File: config.mk
export PLATFORM = sky130hd
export DESIGN_NAME = jogo_memoria_param
export DESIGN_NICKNAME = d
export VERILOG_FILES = /design/src/rtl/jogo_memoria_param.sv
export SDC_FILE = /design/constraint.sdc
export NUM_CORES = 1
export LEC_CHECK = 0
export ABC_AREA = 1
export ABC_CLOCK_PERIOD_IN_PS = 5020
export BUFFER_PORTS_ARGS = -buffer_cell sky130_fd_sc_hd__buf_2
export CORE_MARGIN = 2
export CORE_UTILIZATION = 38
export CTS_CLUSTER_DIAMETER = 80
export DETAILED_ROUTE_END_ITERATION = 7
export GPL_ROUTABILITY_DRIVEN = 0
export SLEW_MARGIN = 25
export SYNTH_ARGS = -nofsm -noshare
export SYNTH_HDL_FRONTEND = slang
export SYNTH_SLANG_ARGS = --single-unit
File: constraint.sdc
create_clock -name clock -period 5.02 [get_ports clock]
set_clock_uncertainty 0.05 [all_clocks]
set_input_delay 1.004 -clock clock [delete_from_list [all_inputs] [get_ports clock]]
set_output_delay 1.004 -clock clock [all_outputs]
set_load 0.01 [all_outputs]
File: src/rtl/jogo_memoria_param.sv
// jogo_memoria_param: parametrised memory-game controller.
// Stores a growing one-hot move sequence, replays it on the LEDs and checks the player.
module jogo_memoria_param #(
    parameter int          N_BOTOES   = 4,
    parameter int          N_RODADAS  = 16,
    parameter int          TIMEOUT    = 3000,
    parameter int          LED_CYCLES = 500,
    parameter logic [15:0] LFSR_SEED  = 16'hACE1
) (
    input  logic                         clock,
    input  logic                         reset,
    input  logic                         iniciar,
    input  logic                         modo,
    input  logic [N_BOTOES-1:0]          botoes,
    output logic [N_BOTOES-1:0]          leds,
    output logic                         pronto,
    output logic                         ganhou,
    output logic                         perdeu,
    output logic                         timeout,
    output logic [$clog2(N_RODADAS)-1:0] rodada,
    output logic [3:0]                   db_estado,
    output logic [N_BOTOES-1:0]          db_jogada
);

    localparam int RW = $clog2(N_RODADAS);
    localparam int TW = (TIMEOUT > 1) ? $clog2(TIMEOUT) : 1;
    localparam int LW = (LED_CYCLES > 1) ? $clog2(LED_CYCLES) : 1;
    localparam logic [N_BOTOES-1:0] UM = N_BOTOES'(1);

    typedef enum logic [3:0] {
        INICIAL      = 4'd0,
        PREPARACAO   = 4'd1,
        GERA         = 4'd2,
        GRAVA_ESPERA = 4'd3,
        GRAVA        = 4'd4,
        MOSTRA       = 4'd5,
        MOSTRA_APAGA = 4'd6,
        ESPERA       = 4'd7,
        COMPARA      = 4'd8,
        FIM_GANHOU   = 4'd9,
        FIM_PERDEU   = 4'd10
    } estado_t;

    estado_t              estado, estado_n;
    logic [RW-1:0]        rodada_n, endereco, endereco_n;
    logic [TW-1:0]        cnt_to, cnt_to_n;
    logic [LW-1:0]        cnt_led, cnt_led_n;
    logic [15:0]          lfsr;
    logic                 tem_q, tem_jogada, borda, one_hot;
    logic [N_BOTOES-1:0]  jogada, jogada_n;
    logic                 modo_q, modo_n;
    logic                 to_flag, to_flag_n;
    logic                 we;
    logic [N_BOTOES-1:0]  wdata, ram_rd, ram_rd_n, gen_mov;
    logic                 to_fim, led_fim;
    logic [N_BOTOES-1:0]  mem [N_RODADAS];

    assign tem_jogada = |botoes;
    assign borda      = tem_jogada & ~tem_q;
    assign one_hot    = tem_jogada && ((botoes & (botoes - UM)) == '0);
    assign gen_mov    = UM << (lfsr[7:0] % 8'(N_BOTOES));
    assign to_fim     = (cnt_to == TW'(TIMEOUT - 1));
    assign led_fim    = (cnt_led == LW'(LED_CYCLES - 1));
    assign ram_rd     = mem[endereco];

    // Forward the word being written so a round-0 replay shows it at once
    assign ram_rd_n = (we && (rodada == endereco_n)) ? wdata : mem[endereco_n];

    always_comb begin
        estado_n   = estado;
        rodada_n   = rodada;
        endereco_n = endereco;
        cnt_to_n   = '0;
        cnt_led_n  = '0;
        jogada_n   = jogada;
        modo_n     = modo_q;
        to_flag_n  = to_flag;
        we         = 1'b0;
        wdata      = jogada;
        case (estado)
            INICIAL, FIM_GANHOU, FIM_PERDEU: begin
                if (iniciar) begin
                    estado_n   = PREPARACAO;
                    modo_n     = modo;
                    rodada_n   = '0;
                    endereco_n = '0;
                    to_flag_n  = 1'b0;
                    jogada_n   = '0;
                end
            end
            PREPARACAO: begin
                estado_n = modo_q ? GRAVA_ESPERA : GERA;
            end
            GERA: begin
                we       = 1'b1;
                wdata    = gen_mov;
                estado_n = MOSTRA;
            end
            GRAVA_ESPERA: begin
                if (borda && one_hot) begin
                    jogada_n = botoes;
                    estado_n = GRAVA;
                end else if (to_fim) begin
                    to_flag_n = 1'b1;
                    estado_n  = FIM_PERDEU;
                end else begin
                    cnt_to_n = cnt_to + 1'b1;
                end
            end
            GRAVA: begin
                we       = 1'b1;
                estado_n = MOSTRA;
            end
            MOSTRA: begin
                if (led_fim) estado_n = MOSTRA_APAGA;
                else cnt_led_n = cnt_led + 1'b1;
            end
            MOSTRA_APAGA: begin
                if (!led_fim) begin
                    cnt_led_n = cnt_led + 1'b1;
                end else if (endereco == rodada) begin
                    endereco_n = '0;
                    estado_n   = ESPERA;
                end else begin
                    endereco_n = endereco + 1'b1;
                    estado_n   = MOSTRA;
                end
            end
            ESPERA: begin
                if (borda) begin
                    jogada_n = botoes;
                    estado_n = COMPARA;
                end else if (to_fim) begin
                    to_flag_n = 1'b1;
                    estado_n  = FIM_PERDEU;
                end else begin
                    cnt_to_n = cnt_to + 1'b1;
                end
            end
            COMPARA: begin
                if (jogada != ram_rd) begin
                    estado_n = FIM_PERDEU;
                end else if (endereco != rodada) begin
                    endereco_n = endereco + 1'b1;
                    estado_n   = ESPERA;
                end else if (rodada == RW'(N_RODADAS - 1)) begin
                    estado_n = FIM_GANHOU;
                end else begin
                    rodada_n   = rodada + 1'b1;
                    endereco_n = '0;
                    estado_n   = modo_q ? GRAVA_ESPERA : GERA;
                end
            end
            default: estado_n = INICIAL;
        endcase
    end

    always_ff @(posedge clock or negedge reset) begin
        if (!reset) begin
            estado   <= INICIAL;
            rodada   <= '0;
            endereco <= '0;
            cnt_to   <= '0;
            cnt_led  <= '0;
            lfsr     <= LFSR_SEED;
            tem_q    <= 1'b0;
            jogada   <= '0;
            modo_q   <= 1'b0;
            to_flag  <= 1'b0;
            leds     <= '0;
        end else begin
            estado   <= estado_n;
            rodada   <= rodada_n;
            endereco <= endereco_n;
            cnt_to   <= cnt_to_n;
            cnt_led  <= cnt_led_n;
            lfsr     <= {lfsr[14:0], lfsr[15] ^ lfsr[13] ^ lfsr[12] ^ lfsr[10]};
            tem_q    <= tem_jogada;
            jogada   <= jogada_n;
            modo_q   <= modo_n;
            to_flag  <= to_flag_n;
            leds     <= (estado_n == MOSTRA) ? ram_rd_n : '0;
        end
    end

    always_ff @(posedge clock) begin
        if (we) mem[rodada] <= wdata;
    end

    assign pronto    = (estado == FIM_GANHOU) || (estado == FIM_PERDEU);
    assign ganhou    = (estado == FIM_GANHOU);
    assign perdeu    = (estado == FIM_PERDEU);
    assign timeout   = (estado == FIM_PERDEU) && to_flag;
    assign db_estado = estado;
    assign db_jogada = jogada;

endmodule

==> flow_metrics.env, run 1 <==
export IMPL_hp_start="lfsr[2]"
export IMPL_cpMaxStageDelayCell="inv_1"
export IMPL_reg2regPathDepth=21
export IMPL_cp_data_arrival_time_ns=4.12
export IMPL_synth_area_leader_cell="edfxtp_1"
export IMPL_end_kind="register"
export IMPL_finalHoldViolCount=0
export IMPL_regArea_mm2=0.003433
export IMPL_n_fill_cell=1676
export IMPL_netlist_instances=818
export IMPL_die_y_um=137.7
export IMPL_core_mm2=0.01736
export IMPL_drt_iter0_drc=512
export IMPL_grt_pass1_wl_mm=29.66
export IMPL_synth_top_area_share=0.2830
export IMPL_final_cell_mix="197 x nand2_1, 125 x nand3_1, 106 x inv_1, 67 x nor2_1, 64 x edfxtp_1"
export IMPL_regToRegStartpoint="endereco[1]"
export IMPL_die_area_mm2=0.01895
export IMPL_drt_pre_antenna_iters=5
export IMPL_crit_type="reg2reg"
export IMPL_clk_latency_ns=0.43
export IMPL_synth_top_cells_by_area="edfxtp_1 28%, dfrtp_1 19%, nand2_1 11%"
export IMPL_crit_path_start_kind="register"
export IMPL_rows=48
export IMPL_gr_total_overflow=0
export IMPL_cpMostUsedCell="nand2_1"
export IMPL_antenna_found_initial=0
export IMPL_drive_gt1_frac=0.1216
export IMPL_cp_required_ns=5.29
export IMPL_grt_max_degree=61
export IMPL_io_pin_count=28
export IMPL_final_max_slew_viol_count=0
export IMPL_peakVddDrop_v=0.0002480
export IMPL_finalSetupViolCount=0
export IMPL_whs_endpoint="lfsr[3]"
export IMPL_clock_sinks=124
export IMPL_initial_core_util=0.3912
export IMPL_via_per_inst=5.326
export IMPL_port_buffers=27
export IMPL_areaGrowthSynthToFinish_pct=13.06
export IMPL_synthesis_nets=833
export IMPL_clk_pin_slew_worst_paths_ns=0.06
export IMPL_cts_buffers=17
export IMPL_grt_use_total=0.2092
export IMPL_fin_nets=857
export IMPL_clk_path_buf_depth=2
export IMPL_status="complete, no violations"
export IMPL_cts_tree="built"
export IMPL_hold_depth=0
export IMPL_dp_hpwl_mm=12.52
export IMPL_critical_path_startpoint="endereco[1]"
export IMPL_rsz0062_at_grt="no"
export IMPL_ant_nets=0
export IMPL_finalCritPeriodShare=0.7671
export IMPL_ys_ff_latch=124
export IMPL_synth_edf_count=64
export IMPL_finalSetupTns_ns=0
export IMPL_drc=0
export IMPL_num_vias=5752
export IMPL_synth_main_ff_cell="edfxtp_1"
export IMPL_worst_path_largest_cell_delay_ns=0.53
export IMPL_tightest_slew_ns=0.8327
export IMPL_power_density_mw_per_mm2=450.6
export IMPL_avgRoutedWirePerCell_um=17.03
export IMPL_holdBufCountCts=0
export IMPL_period_needed_ns=3.851
export IMPL_synthArstFlopShare=0.4839
export IMPL_holdWs_ns=0.2950
export IMPL_regToRegSetupSlack_ns=1.17
export IMPL_diodes=0
export IMPL_r2r_end="leds[2]"
export IMPL_yosysUniqueCellTypes=44
export IMPL_cp_cell_sequence="buf_4 -> inv_1 -> nand3_1 -> nand3_1 -> nand3_1 -> nand2_1 -> nand2_1 -> nand2_1 -> nor2_4 -> nand2_2 -> nand2_1 -> nand3_4 -> nand3_4 -> nand2_1 -> nand3_1 -> a21oi_2 -> nand3b_1 -> nand2_1 -> inv_1 -> nand2_1 -> inv_1"
export IMPL_ys_warnings_count=0
export IMPL_yosysSeqAreaShare=0.5056
export IMPL_routed_wl_mm=18.39
export IMPL_ctsResizeCount=0
export IMPL_syn_area_mm2=0.006790
export IMPL_htreeDepth=4
export IMPL_multi_input_area_mm2=0.002743
export IMPL_post_cts_buffers=0
export IMPL_fmax_mhz=259.7
export IMPL_cap_violations=0
export IMPL_die_w_um=137.7
export IMPL_clockRootBuffer="clkbuf_16"
export IMPL_leakage_nw=3.378
export IMPL_relSlewSlack=0.4406
export IMPL_grt_pass1_vias=5557
export IMPL_crit_path_max_fanout=34
export IMPL_final_common_cell="nand2_1"
export IMPL_hold_class="reg2reg"
export IMPL_avgSynthCellArea_um2=8.301
-- sequential cells by signal, indices dropped and copies added (netlist names) --
name / flops
rodada: 4
endereco: 4
lfsr: 16
to_flag: 1
mem: 64
leds: 4
db_estado: 4
tem_q: 1
modo_q: 1
db_jogada: 4
cnt_led: 9
cnt_to: 12
-- layer usage --
layer,vias to the layer above,GRT usage,part of all wire
li1,2775,-,-
met5,-,0,0
met4,0,0.09164,0.034
met1,2680,0.2805,0.45
met3,50,0.04636,0.071
met2,247,0.3250,0.45
-- cell type report --
| cell class | instances | share of cell area |
|---|---|---|
| clock buffers | 19 | 0.06193 |
| clock inverters | 13 | 0.01353 |
| inverters | 114 | 0.05606 |
| multi-input cells | 548 | 0.3572 |
| flip-flops and latches | 124 | 0.4472 |
| well taps | 225 | 0.03667 |
| repair buffers | 37 | 0.02738 |
-- worst max-delay path by stage --
stage,to,slack (ns),cells past startpoint
5_1_grt,leds[2],0.83,21
2_1_floorplan,leds[2],2.32,12
4_1_cts,leds[2],1.23,21
3_5_place_dp,leds[2],1.25,21
3_3_place_gp,leds[2],1.31,21
6_report,leds[2],1.17,21
-- cell families after synthesis --
kind of cell	count (synthesis)	share of synthesized area
simple gates	468	0.3184
compound gates	59	0.05454
xor+xnor	14	0.01806
buf+inv	146	0.09047
fa+ha+maj	7	0.01290
flops	124	0.5056
-- power by group --
| part | leakage [nW] | switching [mW] | internal [mW] | total, mW |
|---|---|---|---|---|
| registers | 1.37 | 0.0654 | 1.23 | 1.30 |
| logic | 1.73 | 0.707 | 0.279 | 0.986 |
| clock network | 0.277 | 0.478 | 0.696 | 1.17 |
-- critical path, delay by kind of cell (launching register included) --
kind | cells | cell delay [ns]
AND/OR/NAND/NOR | 16 | 2.29
buffers and inverters | 4 | 0.82
flip-flops | 1 | 0.35
AO/OA/AOI/OAI | 1 | 0.24
-- synth_stat cells (3+ instances only) --
master,count
edfxtp_1,64
nor3_1,17
buf_2,21
nand2_2,5
buf_4,3
o21ai_0,20
xor2_1,9
a21oi_1,15
nand4_1,37
o211ai_1,4
clkbuf_1,5
o22ai_1,3
a2111oi_0,3
nand3_2,4
ha_1,7
inv_1,106
a31oi_1,3
nand2_1,197
dfrtp_1,52
inv_2,6
nand3_1,125
nor2_1,67
nand3b_1,4
nand3_4,4
xnor2_1,5
dfstp_2,8
-- stage by stage --
stage	cells	setup slack [ns]	cell area, um2	power (mW)	utilization
after floorplan	818	2.325	6790	1.938	-
after global placement	1048	1.309	7098	2.290	0.4090
after detailed placement	1048	1.255	7098	2.290	0.4090
after CTS	1080	1.231	7677	3.469	0.4423
after global routing	1080	0.8278	7677	3.655	0.4423
final	1080	1.169	7677	3.460	0.4423
Note: power is estimated with default switching activity, not from simulation.
==> inputs of run 2 (changes only) <==
--- a/config.mk
+++ b/config.mk
@@ -6,7 +6,7 @@
 export NUM_CORES = 1
 export LEC_CHECK = 0
 export ABC_AREA = 1
-export ABC_CLOCK_PERIOD_IN_PS = 5020
+export ABC_CLOCK_PERIOD_IN_PS = 3350
 export BUFFER_PORTS_ARGS = -buffer_cell sky130_fd_sc_hd__buf_2
 export CORE_MARGIN = 2
 export CORE_UTILIZATION = 38
==> constraint.sdc (replaced) <==
create_clock -name clock -period 3.35 [get_ports clock]
set_clock_uncertainty 0.05 [all_clocks]
set_input_delay 0.67 -clock clock [delete_from_list [all_inputs] [get_ports clock]]
set_output_delay 0.67 -clock clock [all_outputs]
set_load 0.01 [all_outputs]
==> run 2 against run 1 <==
Against the previous run:
- register-to-register slack got worse by 0.89 ns
- sequential share of layout area fell by 0.94 points
- non-clock buffer count grew 17
- via count rose by 1.5%
- clock power up 50%
- critical endpoint unchanged
- final cell count rose by 1.7%
- sequential cell count stayed put
- critical path type unchanged
- power grew 51%
- highest routed layer unchanged
- setup slack got worse by 0.89 ns
- combinational power grew 54%
==> flow_metrics.env, run 2 (synthesized netlist as in run 1, its figures left out) <==
export IMPL_cts_tree="built"
export IMPL_dpl_cell_area_mm2=0.007242
export IMPL_io_pin_count=28
export IMPL_final_cell_mix="197 x nand2_1, 124 x nand3_1, 106 x inv_1, 67 x nor2_1, 64 x edfxtp_1"
export IMPL_crit_path_start_kind="register"
export IMPL_numPlacedInstances=1065
export IMPL_ant_nets=0
export IMPL_drive_gt1_frac=0.1409
export IMPL_grt_use_total=0.2096
export IMPL_finalSetupTns_ns=0
export IMPL_final_max_slew_viol_count=0
export IMPL_htreeDepth=4
export IMPL_leakage_nw=3.480
export IMPL_finalHoldViolCount=0
export IMPL_power_density_mw_per_mm2=665.8
export IMPL_top_register="mem"
export IMPL_drt_pre_antenna_iters=6
export IMPL_rsz0062_at_grt="no"
export IMPL_antenna_found_initial=0
export IMPL_grt_pass1_wl_mm=29.69
export IMPL_via_per_inst=5.316
export IMPL_die_area_mm2=0.01895
export IMPL_drc=0
export IMPL_fin_util=0.4518
export IMPL_finalSetupViolCount=0
export IMPL_clk_path_buf_depth=2
export IMPL_cap_violations=0
export IMPL_final_common_cell="nand2_1"
export IMPL_clockRootBuffer="clkbuf_16"
export IMPL_port_buffers=27
export IMPL_drt_iter0_drc=795
export IMPL_gr_total_overflow=0
export IMPL_critPathCapture="leds[2]"
export IMPL_dp_hpwl_mm=13.14
export IMPL_period_needed_ns=3.075
export IMPL_die_w_um=137.7
export IMPL_regToRegSetupSlack_ns=0.28
export IMPL_cts_buffers=17
export IMPL_peakVddDrop_v=0.0003521
export IMPL_cp_required_ns=3.62
export IMPL_status="complete, no violations"
export IMPL_finalCritPeriodShare=0.9179
export IMPL_grt_max_degree=61
export IMPL_tightest_slew_ns=0.9411
export IMPL_grt_pass1_vias=5490
export IMPL_clk_latency_ns=0.42
export IMPL_fin_cells=1098
export IMPL_reg_top3="mem (64), lfsr (16), cnt_to (12)"
export IMPL_initial_core_util=0.3912
export IMPL_hold_depth=0
export IMPL_holdWs_ns=0.2966
export IMPL_areaGrowthSynthToFinish_pct=15.50
export IMPL_critical_path_startpoint="endereco[0]"
export IMPL_diodes=0
export IMPL_regToRegStartpoint="endereco[0]"
export IMPL_clock_sinks=124
export IMPL_num_vias=5837
export IMPL_end_kind="register"
export IMPL_crit_path_max_fanout=33
export IMPL_rows=48
export IMPL_relSlewSlack=0.3684
export IMPL_hold_class="reg2reg"
export IMPL_core_mm2=0.01736
export IMPL_clk_pin_slew_worst_paths_ns=0.06
export IMPL_fin_nets=875
export IMPL_largest_reg_flops=64
export IMPL_crit_type="reg2reg"
export IMPL_final_area_mm2=0.007843
export IMPL_die_y_um=137.7
export IMPL_fmax_mhz=325.2
export IMPL_r2r_end="leds[2]"
export IMPL_routed_wl_mm=18.89
export IMPL_cp_data_arrival_time_ns=3.34
export IMPL_reg2regPathDepth=22
export IMPL_holdBufCountCts=0
export IMPL_avgRoutedWirePerCell_um=17.20
==> run 2: cell count changes in the layout (fill, tap and decap cells not counted), sizes merged <==
cell,before,now
clkinv,7,5
nand3,133,134
clkinvlp,3,5
buf,37,54
bufinv,0,1
clkbuf,19,18
==> run 2: where the power goes <==
part	internal [mW]	switching, mW
registers	1.85	0.0867
logic	0.452	1.07
clock network	1.03	0.726
total	3.34	1.89
==> run 2: worst min path at each step <==
stage / startpoint / to / slack (ns)
detailed placement: lfsr[3] / lfsr[4] / 0.29
finish: lfsr[4] / lfsr[5] / 0.30
CTS: lfsr[4] / lfsr[5] / 0.30
global route: lfsr[4] / lfsr[5] / 0.30
global placement: lfsr[8] / lfsr[9] / 0.28
floorplan: lfsr[2] / lfsr[3] / 0.28
==> run 2: repair_timing <==
item,4_1_cts,5_1_grt
buffers inserted,0,0
gates resized for setup,0,5
endpoints found under the setup margin,0,4
==> run 2: stage by stage <==
step                      setup slack (ns)  total power, mW
after floorplan                     0.8961            2.903
after global placement              0.2515            3.474
after detailed placement            0.2070            3.471
after CTS                           0.1871            5.235
after global routing               0.02647            5.515
final                               0.2751            5.222
==> run 2: area by class of cell <==
cell class	instances	area, um2
Fill cell	1674	9514
Sequential cell	124	3433
Multi-Input combinational cell	549	2769
Inverter	114	435.4
Clock buffer	18	429.2
Timing Repair Buffer	54	354.1
Tap cell	225	281.5
Clock inverter	14	140.1
==> run 2: critical path, cell delays in order, from the launching register on <==
cell	delay [ns]
dfrtp_1	0.43
inv_4	0.12
buf_4	0.17
or2_0	0.19
nand2_1	0.07
nand3_1	0.10
nand3_1	0.14
nand2_1	0.07
nand2_1	0.06
nand2_1	0.08
nor2_4	0.11
nand2_2	0.13
nand2_1	0.13
nand3_4	0.11
buf_4	0.28
nand4_1	0.12
nand3_1	0.14
a21oi_4	0.20
nand3b_1	0.09
nand2_1	0.06
inv_1	0.04
nand2_1	0.05
inv_1	0.04
==> run 2: layer usage <==
| layer | wire length, um | up-vias | part of all wire | track usage |
|---|---|---|---|---|
| li1 | - | 2821 | - | - |
| met1 | 8777 | 2742 | 0.46 | 0.2962 |
| met2 | 8485 | 241 | 0.45 | 0.3179 |
| met3 | 1200 | 33 | 0.064 | 0.04857 |
| met4 | 422 | 0 | 0.022 | 0.06816 |
| met5 | 0 | - | 0 | 0 |
==> inputs of run 3 (changes only) <==
--- a/config.mk
+++ b/config.mk
@@ -9,10 +9,11 @@
 export ABC_CLOCK_PERIOD_IN_PS = 3350
 export BUFFER_PORTS_ARGS = -buffer_cell sky130_fd_sc_hd__buf_2
 export CORE_MARGIN = 2
-export CORE_UTILIZATION = 38
+export CORE_UTILIZATION = 48
 export CTS_CLUSTER_DIAMETER = 80
 export DETAILED_ROUTE_END_ITERATION = 7
 export GPL_ROUTABILITY_DRIVEN = 0
+export PLACE_DENSITY = 0.67
 export SLEW_MARGIN = 25
 export SYNTH_ARGS = -nofsm -noshare
 export SYNTH_HDL_FRONTEND = slang
==> run 3 against run 2 <==
Against the previous run:
- sequential power is essentially flat
- largest cell class unchanged
- critical path depth down 2
- utilization rose by 11 points
- critical path type unchanged
- worst hold slack worse by 0.11 ns
==> flow_metrics.env, run 3 (synthesized netlist as in run 1, its figures left out) <==
export IMPL_drt_iter0_drc=954
export IMPL_total_power_mw=5.313
export IMPL_period_needed_ns=3.154
export IMPL_top_register="mem"
export IMPL_core_mm2=0.01383
export IMPL_holdWs_ns=0.1868
export IMPL_clk_pin_slew_worst_paths_ns=0.06
export IMPL_die_area_mm2=0.01511
export IMPL_largest_reg_flops=64
export IMPL_clock_sinks=124
export IMPL_place_ws_ns=0.1308
export IMPL_initial_core_util=0.4911
export IMPL_relSlewSlack=0.3220
export IMPL_htreeDepth=4
export IMPL_cpMaxStageDelayCell="dfrtp_2"
export IMPL_worst_path_largest_cell_delay_ns=0.45
export IMPL_cp_cell_sequence="buf_8 -> nand2_1 -> nand3_1 -> nand3_1 -> nand3_1 -> nand2_1 -> nand2_1 -> nand2_1 -> nor2_4 -> nand2_2 -> nand2_1 -> nand3_4 -> nand3_4 -> buf_12 -> nand2_1 -> nand3_1 -> nand3_1 -> nand3_1 -> nand2_1 -> a21oi_1"
export IMPL_areaGrowthSynthToFinish_pct=14.93
export IMPL_drc=0
export IMPL_cts_tree="built"
export IMPL_final_max_slew_viol_count=0
export IMPL_num_vias=6127
export IMPL_leakage_nw=3.481
export IMPL_die_w_um=122.9
export IMPL_diodes=0
export IMPL_finalSetupTns_ns=0
export IMPL_antenna_found_initial=0
export IMPL_clockRootBuffer="clkbuf_16"
export IMPL_clk_path_buf_depth=2
export IMPL_finalCritPeriodShare=0.9415
export IMPL_holdBufCountCts=0
export IMPL_avgRoutedWirePerCell_um=18.03
export IMPL_crit_type="reg2reg"
export IMPL_grt_max_degree=50
export IMPL_ctsResizeCount=0
export IMPL_grt_pass1_wl_mm=29.97
export IMPL_cp_depth=20
export IMPL_via_per_inst=5.824
export IMPL_gr_total_overflow=0
export IMPL_worst_slack_ns=0.1960
export IMPL_peakVddDrop_v=0.0004402
export IMPL_fmax_mhz=317.1
export IMPL_dp_hpwl_mm=13.19
export IMPL_n_fill_cell=1216
export IMPL_fin_nets=874
export IMPL_reg_top3="mem (64), lfsr (16), cnt_to (12)"
export IMPL_drive_gt1_frac=0.1388
export IMPL_final_cell_mix="197 x nand2_1, 125 x nand3_1, 106 x inv_1, 67 x nor2_1, 64 x edfxtp_1"
export IMPL_crit_path_start_kind="register"
export IMPL_final_common_cell="nand2_1"
export IMPL_finalSetupViolCount=0
export IMPL_crit_path_max_fanout=23
export IMPL_cp_required_ns=3.65
export IMPL_grt_pass1_vias=5699
export IMPL_io_pin_count=28
export IMPL_finalHoldViolCount=0
export IMPL_cp_buffers_inverters=2
export IMPL_cpMostUsedCell="nand2_1"
export IMPL_cp_top_family="simple AND/OR/NAND/NOR gates"
export IMPL_routed_wl_mm=18.97
export IMPL_rsz0062_at_grt="no"
export IMPL_clk_latency_ns=0.43
export IMPL_cap_violations=0
export IMPL_hold_class="in2async"
export IMPL_grt_use_total=0.2649
export IMPL_cp_data_arrival_time_ns=3.45
export IMPL_status="complete, no violations"
export IMPL_reg2regPathDepth=20
export IMPL_cts_buffers=17
export IMPL_tightest_slew_ns=1.009
export IMPL_die_y_um=122.9
export IMPL_end_kind="register"
export IMPL_post_cts_buffers=0
export IMPL_drt_pre_antenna_iters=6
export IMPL_ant_nets=0
export IMPL_port_buffers=27
export IMPL_rows=43
export IMPL_power_density_mw_per_mm2=680.8
run 3: cell types whose count changed in the layout (fill, tap and decap cells not counted), sizes merged:
cell	delta
inv	+1
clkinvlp	-4
bufinv	+1
clkinv	+2
nand3	-1
run 3: worst paths after layout:
path,start,endpoint,slack [ns]
setup / recovery,endereco[0],leds[3],0.20
hold / removal,reset,db_estado[2],0.19
setup reg to reg,endereco[0],leds[3],0.20
hold reg to reg,lfsr[2],lfsr[3],0.29
max in group asynchronous,reset,endereco[0],2.41
min in group clock,lfsr[2],lfsr[3],0.29
run 3: where the power goes:
group	leakage, nW	internal [mW]	switching [mW]
sequential	1.37	1.85	0.0934
clock	0.288	1.11	0.727
combinational	1.82	0.444	1.09
run 3: layout make-up:
cell class / instances / area [um2] / share of cell area
multi-input combinational: 548 / 2750 / 0.3524
timing repair buffer: 54 / 367.9 / 0.04714
clock inverter: 14 / 158.9 / 0.02036
tap: 180 / 225.2 / 0.02886
clock buffer: 18 / 429.2 / 0.05499
sequential: 124 / 3435 / 0.4401
inverter: 114 / 437.9 / 0.05612
run 3: stage by stage:
stage | instance area [um2] | utilization | cells
floorplan | 6790 | - | 818
global placement | 7182 | 0.5194 | 1020
detailed placement | 7182 | 0.5194 | 1020
CTS | 7770 | 0.5619 | 1052
global route | 7804 | 0.5644 | 1052
finish | 7804 | 0.5644 | 1052
run 3: layer usage:
layer / global-route usage / up-vias / share of wire
li1: - / 2808 / -
met1: 0.3571 / 2888 / 0.41
met2: 0.4175 / 366 / 0.46
met3: 0.05950 / 65 / 0.090
met4: 0.1034 / 0 / 0.033
met5: 0 / - / 0
